--- config.mk ---
export PLATFORM = sky130hd
export DESIGN_NAME = fir_xifu_issue_master
export DESIGN_NICKNAME = d
export VERILOG_FILES = /design/src/rtl/fir_xifu_issue_master.sv
export SDC_FILE = /design/constraint.sdc
export NUM_CORES = 1
export LEC_CHECK = 0
export CAP_MARGIN = 20
export CORE_UTILIZATION = 40
export DETAILED_ROUTE_END_ITERATION = 10
export PLACE_DENSITY = 0.72
export SLEW_MARGIN = 20
export SYNTH_ARGS = -nofsm -noshare
export SYNTH_HDL_FRONTEND = slang
export SYNTH_SLANG_ARGS = --single-unit
--- constraint.sdc ---
create_clock -name clk_i -period 3.9 [get_ports clk_i]
set_input_delay 0.78 -clock clk_i [delete_from_list [all_inputs] [get_ports clk_i]]
set_output_delay 0.78 -clock clk_i [all_outputs]
set_load 0.01 [all_outputs]
--- src/rtl/fir_xifu_issue_master.sv ---
// CPU-side initiator of the X-interface issue channel: issues offload requests, tracks
// outstanding transaction IDs and emits the matching commit.
module fir_xifu_issue_master #(
  parameter int unsigned X_ID_WIDTH      = 4,
  parameter int unsigned X_RFR_WIDTH     = 32,
  parameter int unsigned MAX_OUTSTANDING = 4
) (
  input  logic                                   clk_i,
  input  logic                                   rst_ni,
  input  logic                                   clear_i,
  input  logic                                   req_valid_i,
  output logic                                   req_ready_o,
  input  logic [31:0]                            req_instr_i,
  input  logic [X_RFR_WIDTH-1:0]                 req_rs1_i,
  input  logic [X_RFR_WIDTH-1:0]                 req_rs2_i,
  input  logic                                   req_kill_i,
  output logic                                   issue_valid_o,
  input  logic                                   issue_ready_i,
  output logic [31:0]                            issue_instr_o,
  output logic [X_RFR_WIDTH-1:0]                 issue_rs0_o,
  output logic [X_RFR_WIDTH-1:0]                 issue_rs1_o,
  output logic [X_ID_WIDTH-1:0]                  issue_id_o,
  input  logic                                   issue_accept_i,
  input  logic                                   issue_writeback_i,
  input  logic                                   issue_loadstore_i,
  output logic                                   commit_valid_o,
  output logic [X_ID_WIDTH-1:0]                  commit_id_o,
  output logic                                   commit_kill_o,
  input  logic                                   result_valid_i,
  input  logic [X_ID_WIDTH-1:0]                  result_id_i,
  output logic                                   resp_valid_o,
  output logic                                   resp_accept_o,
  output logic                                   resp_writeback_o,
  output logic                                   resp_loadstore_o,
  output logic [$clog2(MAX_OUTSTANDING+1)-1:0]   outstanding_o
);

  localparam int unsigned NumIds = 2 ** X_ID_WIDTH;
  localparam int unsigned CntW   = $clog2(MAX_OUTSTANDING + 1);
  localparam logic [CntW-1:0] MaxCnt = CntW'(MAX_OUTSTANDING);

  typedef enum logic [1:0] {StIdle, StIssue, StCommit} state_e;

  state_e                 state_q, state_d;
  logic [X_ID_WIDTH-1:0]  next_id_q, next_id_d;
  logic [NumIds-1:0]      busy_q, busy_d;
  logic [CntW-1:0]        count_q, count_d;
  logic                   issue_valid_q, issue_valid_d;
  logic [31:0]            instr_q, instr_d;
  logic [X_RFR_WIDTH-1:0] rs0_q, rs0_d, rs1_q, rs1_d;
  logic [X_ID_WIDTH-1:0]  id_q, id_d;
  logic                   resp_valid_q, resp_valid_d;
  logic                   resp_accept_q, resp_accept_d;
  logic                   resp_wb_q, resp_wb_d;
  logic                   resp_ls_q, resp_ls_d;

  logic can_issue, alloc, kill, retire, dup;

  always_comb begin
    state_d       = state_q;
    next_id_d     = next_id_q;
    busy_d        = busy_q;
    issue_valid_d = issue_valid_q;
    instr_d       = instr_q;
    rs0_d         = rs0_q;
    rs1_d         = rs1_q;
    id_d          = id_q;
    resp_valid_d  = 1'b0;
    resp_accept_d = 1'b0;
    resp_wb_d     = 1'b0;
    resp_ls_d     = 1'b0;
    req_ready_o    = 1'b0;
    commit_valid_o = 1'b0;
    commit_id_o    = '0;
    commit_kill_o  = 1'b0;
    alloc = 1'b0;
    kill  = 1'b0;

    can_issue = req_valid_i & ~busy_q[next_id_q] & (count_q < MaxCnt);

    unique case (state_q)
      StIdle: begin
        if (can_issue) begin
          req_ready_o   = 1'b1;
          instr_d       = req_instr_i;
          rs0_d         = req_rs1_i;
          rs1_d         = req_rs2_i;
          id_d          = next_id_q;
          issue_valid_d = 1'b1;
          state_d       = StIssue;
        end
      end
      StIssue: begin
        if (issue_ready_i) begin
          issue_valid_d = 1'b0;
          resp_valid_d  = 1'b1;
          resp_accept_d = issue_accept_i;
          resp_wb_d     = issue_writeback_i;
          resp_ls_d     = issue_loadstore_i;
          if (issue_accept_i) begin
            alloc     = 1'b1;
            next_id_d = next_id_q + 1'b1;
            state_d   = StCommit;
          end else begin
            state_d = StIdle;
          end
        end
      end
      StCommit: begin
        commit_valid_o = 1'b1;
        commit_id_o    = id_q;
        commit_kill_o  = req_kill_i;
        kill           = req_kill_i;
        state_d        = StIdle;
      end
      default: state_d = StIdle;
    endcase

    // A retire of an ID that is not busy has no effect on either the bitmap or the count.
    retire = result_valid_i & busy_q[result_id_i];
    dup    = retire & kill & (result_id_i == id_q);
    if (retire) busy_d[result_id_i] = 1'b0;
    if (kill)   busy_d[id_q]        = 1'b0;
    if (alloc)  busy_d[id_q]        = 1'b1;
    count_d = count_q + CntW'(alloc) - CntW'(retire) - CntW'(kill) + CntW'(dup);

    // Soft clear wins over everything, including a handshake in this cycle.
    if (clear_i) begin
      state_d        = StIdle;
      next_id_d      = '0;
      busy_d         = '0;
      count_d        = '0;
      issue_valid_d  = 1'b0;
      instr_d        = '0;
      rs0_d          = '0;
      rs1_d          = '0;
      id_d           = '0;
      resp_valid_d   = 1'b0;
      resp_accept_d  = 1'b0;
      resp_wb_d      = 1'b0;
      resp_ls_d      = 1'b0;
      req_ready_o    = 1'b0;
      commit_valid_o = 1'b0;
      commit_id_o    = '0;
      commit_kill_o  = 1'b0;
    end
  end

  always_ff @(posedge clk_i or negedge rst_ni) begin
    if (!rst_ni) begin
      state_q       <= StIdle;
      next_id_q     <= '0;
      busy_q        <= '0;
      count_q       <= '0;
      issue_valid_q <= 1'b0;
      instr_q       <= '0;
      rs0_q         <= '0;
      rs1_q         <= '0;
      id_q          <= '0;
      resp_valid_q  <= 1'b0;
      resp_accept_q <= 1'b0;
      resp_wb_q     <= 1'b0;
      resp_ls_q     <= 1'b0;
    end else begin
      state_q       <= state_d;
      next_id_q     <= next_id_d;
      busy_q        <= busy_d;
      count_q       <= count_d;
      issue_valid_q <= issue_valid_d;
      instr_q       <= instr_d;
      rs0_q         <= rs0_d;
      rs1_q         <= rs1_d;
      id_q          <= id_d;
      resp_valid_q  <= resp_valid_d;
      resp_accept_q <= resp_accept_d;
      resp_wb_q     <= resp_wb_d;
      resp_ls_q     <= resp_ls_d;
    end
  end

  assign issue_valid_o    = issue_valid_q;
  assign issue_instr_o    = instr_q;
  assign issue_rs0_o      = rs0_q;
  assign issue_rs1_o      = rs1_q;
  assign issue_id_o       = id_q;
  assign resp_valid_o     = resp_valid_q;
  assign resp_accept_o    = resp_accept_q;
  assign resp_writeback_o = resp_wb_q;
  assign resp_loadstore_o = resp_ls_q;
  assign outstanding_o    = count_q;

endmodule

==> run metrics, run 1 <==
status=completed; Detail Route Antenna Nets=0; CP Cell Sequence=clkdlybuf4s50_1 > mux4_2 > mux4_2 > and2_1 > fa_1 > fa_1 > inv_1 > ha_1 > nor2b_1; Die W=128.4 um; routed vias=5346; fin crit share=94.48%; Yosys top cell by area=dfrtp_1; n_diodes=0; ratio of cells with drive above 1 in the final layout=6.287%; DR iter-0 viols=265; grt ovf=0; CTS Hold Bufs=0; GRT Total Usage=21.15%; initial antenna violation count=0; Sum Neg Setup Slack=0 ps; gpl congestion=0.9387; Final setup viols=0; drt wl/cell=16.12 um; Clk Latency, worst-skew pair=410 ps; synth unique cells=43; Crit. End Element=flip-flop; Worst Skew=6.592 ps; VDD IR max=277.7 uV; Net Count, Synth=739; internal cell power=2.820 mW; Max Root-Sink Buffers=2; routed vias/inst=5.072; fin. max-slew vios=0; RSZ-0062 raised after global routing=no; Slew HR=44.92%; largest cells by area after synthesis=dfrtp_1, mux2i_1, nand2_1; Die H=128.4 um; CTS tree=yes; clock network fraction of total power=43.8%; Peak Freq=0.2714 GHz; Critical Path Fanout Max=6; Num Clock Sinks=130; number of synthesized flops with an enable pin=0; Reg power frac=39.8%; register bit total from synthesis=130; CP max-delay cell=clkdlybuf4s50_1; Ports=225; Area Growth Syn to Fin=46.71%; CP Launch Type=input pin; post-route setup slack=215.4 ps; Sw Ratio=24.05%; crit-path max cell delay=660 ps; WL final=16990 um; cells after synthesis=623; Fin. Hold Viols=0; DP HPWL=11530 um; met3 WL=1655 um; core area=0.01537 sq mm; vias in the first global route=5407; CP arrival=3970 ps; Clk pin slew, worst setup/hold paths=60 ps; row cnt=45; met2 wire length=8057 um; ys async rst share=100.0%; Avg Cell Area, Syn=10.25 sq um; Setup WS pre-CTS=-207.3 ps; Worst Path Required=4180 ps; Syn Std Cell Area=0.006389 sq mm; sequential element share of the synthesized area=50.92%; IO Port Bufs=224; worst-margin pin slew=815.1 ps; CTS resizes=0; Num CTS Buffers=17; M1 WL=6867 um; top cell type's share of synthesized area=50.92%; CTS H-tree lvls=4; synth warn=0; Leak=4.098 nW; starting density of the core=41.56%; Setup Crit Path Kind=in2reg; first-pass GRT wire length=27020 um; sw power=0.8929 mW; DIE AREA=0.01648 sq mm; DR DRC count=0; nets=947; P per Cell Area=396.1 mW/mm^2; max cap viols=0; largest net degree at the start of global routing=207; DR pass1 iterations=4; crit path time final=3685 ps; number of post-CTS setup repair buffers=0; Hold WC Path Type=in2async; Top FF cell, synth=dfrtp_1; top layer in use=met4; CTS root buffer=clkbuf_16; logic gate share of total power=16.4%
==> flip-flops by register name, indices dropped and copies added (netlist names) <==
name and cells:
busy_q 16, issue_rs1_o 32, resp_loadstore_o 1, outstanding_o 3, resp_valid_o 1, issue_valid_o 1, next_id_q 4, issue_rs0_o 32
issue_id_o 4, state_q 2, resp_writeback_o 1, resp_accept_o 1, issue_instr_o 32
==> metrics by stage <==
| stage | cells | cell area [sq um] | hold slack [ps] | total power, mW | util, % |
|---|---|---|---|---|---|
| global route | 1054 | 9373 | 432.5 | 3.871 | 60.98 |
| global placement | 1023 | 8768 | 519.9 | 2.102 | 57.05 |
| floorplan | 623 | 6389 | 484.4 | 1.768 | - |
| CTS | 1054 | 9373 | 422.1 | 3.764 | 60.98 |
| finish | 1054 | 9373 | 394.1 | 3.713 | 60.98 |
| detailed placement | 1023 | 8768 | 523.3 | 2.116 | 57.05 |
==> placed cells by master (no fill, tap or decap), types with 3 or more instances in the layout <==
cell / Yosys / layout
o221ai_1: 12 / 12
clkbuf_16: 0 / 17
o32ai_1: 3 / 3
clkbuf_8: 0 / 3
nand3_1: 6 / 6
nor3b_1: 4 / 4
clkinv_2: 0 / 3
buf_12: 0 / 3
xor2_1: 5 / 5
dfrtp_1: 130 / 130
nand2b_1: 4 / 4
bufinv_16: 0 / 3
a21oi_1: 3 / 3
mux4_2: 8 / 8
inv_1: 7 / 7
nand2_1: 211 / 211
o21ai_0: 12 / 12
ha_1: 4 / 4
nor2b_1: 19 / 19
buf_4: 3 / 8
mux2i_1: 102 / 102
nor2_1: 6 / 6
and2_1: 10 / 10
o311ai_0: 3 / 3
clkdlybuf4s50_1: 0 / 223
xnor2_1: 3 / 3
or2_2: 3 / 3
==> cells in the mapped netlist (2+ instances only) <==
master	instances
a21oi_1	3
and2_1	10
buf_1	2
buf_4	3
buf_6	8
clkbuf_1	31
dfrtp_1	130
fa_1	2
ha_1	4
inv_1	7
mux2i_1	102
mux4_2	8
nand2_1	211
nand2b_1	4
nand3_1	6
nand3b_1	2
nand4_1	2
nand4b_1	2
nor2_1	6
nor2b_1	19
nor3b_1	4
o21a_1	2
o21ai_0	12
o221ai_1	12
o311ai_0	3
o32ai_1	3
or2_2	3
xnor2_1	3
xor2_1	5
==> worst paths after layout <==
kind                                         from                end  slack (ps)  cells past startpoint
worst max-delay path               result_id_i[0]   outstanding_o[1]         220                      9
worst min-delay path                       rst_ni    issue_rs1_o[10]         390                      1
worst max register to register          busy_q[1]   outstanding_o[1]         900                      8
worst min register to register  issue_instr_o[30]  issue_instr_o[30]         530                      2
max in group asynchronous                  rst_ni  issue_instr_o[29]        2620                      2
min in group clk_i              issue_instr_o[30]  issue_instr_o[30]         530                      2
==> kinds of logic (layout without fill, tap and decap cells) <==
family          Yosys count  after routing  share of synthesized area (%)
simple gates            277            277                          19.08
flops                   130            130                          50.92
mux                     110            110                          18.80
buf+inv                  53            273                          4.250
compound gates           39             39                          4.446
xor+xnor                  8              8                          1.097
fa+ha+maj                 6              6                          1.410
==> cell type report <==
cell class              count  area (sq um)
clock buffers              22         474.2
clock inverters             9         130.1
fillers                  1277          5998
inverters                   8         35.03
multi-input cells         440          2864
flip-flops and latches    130          3253
well taps                 211         264.0
repair buffers            234          2352
==> worst max-delay path: cells and delay by family <==
kind	cells	cell delay [ps]
mux	2	1050
fa+ha+maj	3	1100
buf+inv	2	720
simple gates	2	320
==> layer usage <==
layer,global-route usage (%),vias up
li1,-,2520
met1,25.24,2548
met5,0,-
met2,34.02,244
met4,10.03,0
met3,7.692,34
==> power by group through the flow <==
stage	Clock [mW]	Sequential, mW	Combinational [mW]
global route	1.72	1.49	0.657
CTS	1.67	1.48	0.618
detailed placement	0	1.50	0.616
floorplan	0	1.53	0.236
global placement	0	1.50	0.605
finish	1.63	1.48	0.608
Power figures use the tool's default switching activity.
==> run 2: changes to the inputs <==
--- a/config.mk
+++ b/config.mk
@@ -5,10 +5,11 @@
 export SDC_FILE = /design/constraint.sdc
 export NUM_CORES = 1
 export LEC_CHECK = 0
+export ABC_AREA = 1
 export CAP_MARGIN = 20
 export CORE_UTILIZATION = 40
 export DETAILED_ROUTE_END_ITERATION = 10
-export PLACE_DENSITY = 0.72
+export PLACE_DENSITY = 0.73
 export SLEW_MARGIN = 20
 export SYNTH_ARGS = -nofsm -noshare
 export SYNTH_HDL_FRONTEND = slang
==> run 2 against run 1 <==
The run now ends with DRC left. Sequential power hardly changed. Sequential share of layout area is 1.1 points higher. Clock skew is 7.4 ps higher. Via count is 9.9% higher. Clock power hardly changed. Design area is 3.1% lower. Utilization is 0.79 points higher. Largest power group unchanged.
==> run metrics, run 2 <==
Clk pin slew, worst setup/hold paths=60 ps (about the same); status=complete, but fails checks; ratio of cells with drive above 1 in the final layout=4.748% (-1.5 points); Net Count, Synth=901 (+22%); Peak Freq=0.2983 GHz (+9.9%); Top FF cell, synth=dfrtp_1; core area=0.01470 sq mm (-4.4%); Leak=4.453 nW (+8.7%); Worst Skew=13.99 ps (+7.396 ps); routed vias/inst=4.915 (-3.1%); Hold WC Path Type=in2async; largest cells by area after synthesis=dfrtp_1, nand2_1, nand3_1; number of synthesized flops with an enable pin=0 (unchanged); crit-path max cell delay=560 ps (-100 ps); register cell area after layout=0.003253 sq mm (unchanged); IO Port Bufs=224 (unchanged); top cell type's share of synthesized area=53.21% (+2.3 points); CTS resizes=0 (unchanged); crit path time final=3352 ps (-332.6 ps); CP Launch Type=input pin; Sw Ratio=26.02% (+2.0 points); CP max-delay cell=clkdlybuf4s50_1; DR iter-0 viols=384 (+45%); VDD IR max=314.0 uV (+13%); WL final=18550 um (+9.2%); Detail Route Antenna Nets=0 (unchanged); RSZ-0062 raised after global routing=no; DR DRC count=8 (+8); most used cell, CP=nand2_1; top post-synthesis cells by count=nand2_1, dfrtp_1, nand3_1, nor2_1, inv_1; nets=1115 (+18%); Clk Latency, worst-skew pair=420 ps (about the same); Area Growth Syn to Fin=48.51%; vias in the first global route=5836 (+7.9%); CTS tree=yes; starting density of the core=41.59% (about the same); ys async rst share=100.0% (unchanged); DIE AREA=0.01578 sq mm (-4.2%); P per Cell Area=413.0 mW/mm^2 (+4.3%); Worst Path Required=4200 ps (+20 ps); Ports=225 (unchanged); sequential element share of the synthesized area=53.21% (+2.3 points); register bit total from synthesis=130 (unchanged); crit path launch=result_id_i[0]; CTS root buffer=clkbuf_16; Max Root-Sink Buffers=2 (unchanged); cell family with most CP delay=adder cells; drt wl/cell=15.52 um (-3.7%); grt ovf=0 (unchanged); CTS Hold Bufs=0 (unchanged); first-pass GRT wire length=30190 um (+12%); Sum Neg Setup Slack=0 ps (unchanged); Fin. Hold Viols=0 (unchanged); CTS H-tree lvls=4 (unchanged); Die W=125.6 um (-2.1%); FF-to-FF Start=next_id_q[0]; Reg power frac=39.8% (about the same); Multi-input gate area=0.002465 sq mm (-14%); Setup Crit Path Kind=in2reg; R2R cell count=12 (+4); Final Util=61.76% (+0.79 points); post-route non-filler standard cell count=1195 (+13%); synth warn=0 (unchanged); clock network fraction of total power=44.0% (+0.2 points); Tot Pwr=3.750 mW (+0.99%); largest net degree at the start of global routing=98 (-53%); placed cells=1164 (+14%); Syn Std Cell Area=0.006113 sq mm (-4.3%); row cnt=44 (-2.2%); n_diodes=0 (unchanged); Critical Path Fanout Max=10 (+4); GRT Total Usage=24.63% (+3.5 points); fin crit share=85.95% (-8.5 points); number of post-CTS setup repair buffers=0 (unchanged); Num Clock Sinks=130 (unchanged); sw power=0.9756 mW (+9.3%); internal cell power=2.774 mW (-1.6%); most common cell in the netlist=nand2_1; CP arrival=3650 ps (-320 ps); logic gate share of total power=16.2% (-0.2 points); Num CTS Buffers=17 (unchanged); synth unique cells=30 (-30%); routed vias=5874 (+9.9%); Crit. End Element=flip-flop; Slew HR=32.25% (-13 points); initial antenna violation count=0 (unchanged); Die H=125.6 um (-2.1%); DP HPWL=12760 um (+11%); worst-margin pin slew=1016 ps (+201.2 ps); Worst Path Buf+Inv=3 (+1); most frequent cells in the layout=nand2_1, clkdlybuf4s50_1, dfrtp_1; DR pass1 iterations=8 (+4); CP Cell Sequence=clkdlybuf4s50_1 > clkinv_1 > nand2_1 > nand2_1 > nand2_1 > nand2_1 > nand2_1 > nand2_1 > o21a_1 > fa_1 > fa_1 > inv_1 > ha_1 > xor2_1 > nor2_1; most common cell after layout, fill and taps aside=nand2_1; failing checks=DRC; cells after synthesis=785 (+26%); max cap viols=0 (unchanged); FF-to-FF End=issue_rs0_o[31]; Final setup viols=0 (unchanged); Avg Cell Area, Syn=7.788 sq um (-24%); gpl congestion=0.9141 (-2.6%); filler instances=1342 (+5.1%); Yosys top cell by area=dfrtp_1; fin. max-slew vios=0 (unchanged); R2R setup slack=1060 ps (+160 ps)
[run 2: changes by cell type after synthesis, moves of 10 or more]
cell,delta
o221ai_1,-12
nor2_1,+57
mux2i_1,-102
nor2b_1,-19
and2_1,-10
nand2_1,+137
clkbuf_1,-13
nand3_1,+102
inv_1,+34
[run 2: cell type report]
type / instances / area share (%)
Multi-Input combinational cell: 568 / 27.15
Sequential cell: 130 / 35.83
Clock inverter: 13 / 1.929
Clock buffer: 18 / 4.837
Tap cell: 184 / 2.536
Timing Repair Buffer: 236 / 25.80
Inverter: 46 / 1.916
[run 2: kinds of logic (layout without fill, tap and decap cells)]
| logic type | count (synthesis) | after routing | share of synthesized area (%) |
|---|---|---|---|
| AOI/OAI and AO/OA | 33 | 33 | 3.295 |
| xor gates and xnor gates | 3 | 3 | 0.4299 |
| adders and majority gates | 6 | 6 | 1.474 |
| buffers and inverters | 87 | 313 | 6.692 |
| DFF | 130 | 130 | 53.21 |
| and+or+nand+nor | 526 | 526 | 34.90 |
[run 2: worst max-delay path by stage]
stage | endpoint | slack [ps] | cells past startpoint
5_1_grt | outstanding_o[2] | 340 | 15
6_report | outstanding_o[2] | 550 | 15
3_5_place_dp | outstanding_o[2] | 150 | 15
2_1_floorplan | outstanding_o[2] | 720 | 14
4_1_cts | req_ready_o | 560 | 9
3_3_place_gp | outstanding_o[2] | 230 | 15
[run 2: power groups by stage]
stage / logic, mW / registers (mW) / clock network (mW)
after floorplan: 0.197 / 1.55 / 0
after global placement: 0.611 / 1.51 / 0
after detailed placement: 0.614 / 1.51 / 0
after CTS: 0.615 / 1.49 / 1.69
after global routing: 0.662 / 1.50 / 1.74
final: 0.606 / 1.49 / 1.65
[run 2: stage by stage]
| step | setup slack (ps) | hold WS (ps) | cell area (sq um) |
|---|---|---|---|
| after detailed placement | 149.9 | 462.6 | 8464 |
| final | 548.0 | 386.5 | 9079 |
| after global routing | 344.2 | 429.8 | 9079 |
| after CTS | 562.7 | 415.0 | 9079 |
| after global placement | 229.8 | 460.1 | 8464 |
| after floorplan | 722.7 | 474.2 | 6113 |
[run 2: per-layer routing]
| layer | track usage, % | vias to the layer above | share of wire [%] |
|---|---|---|---|
| met2 | 38.50 | 247 | 46 |
| li1 | - | 2893 | - |
| met5 | 0 | - | 0 |
| met4 | 9.613 | 0 | 2.0 |
| met1 | 31.23 | 2699 | 43 |
| met3 | 8.794 | 35 | 9.4 |
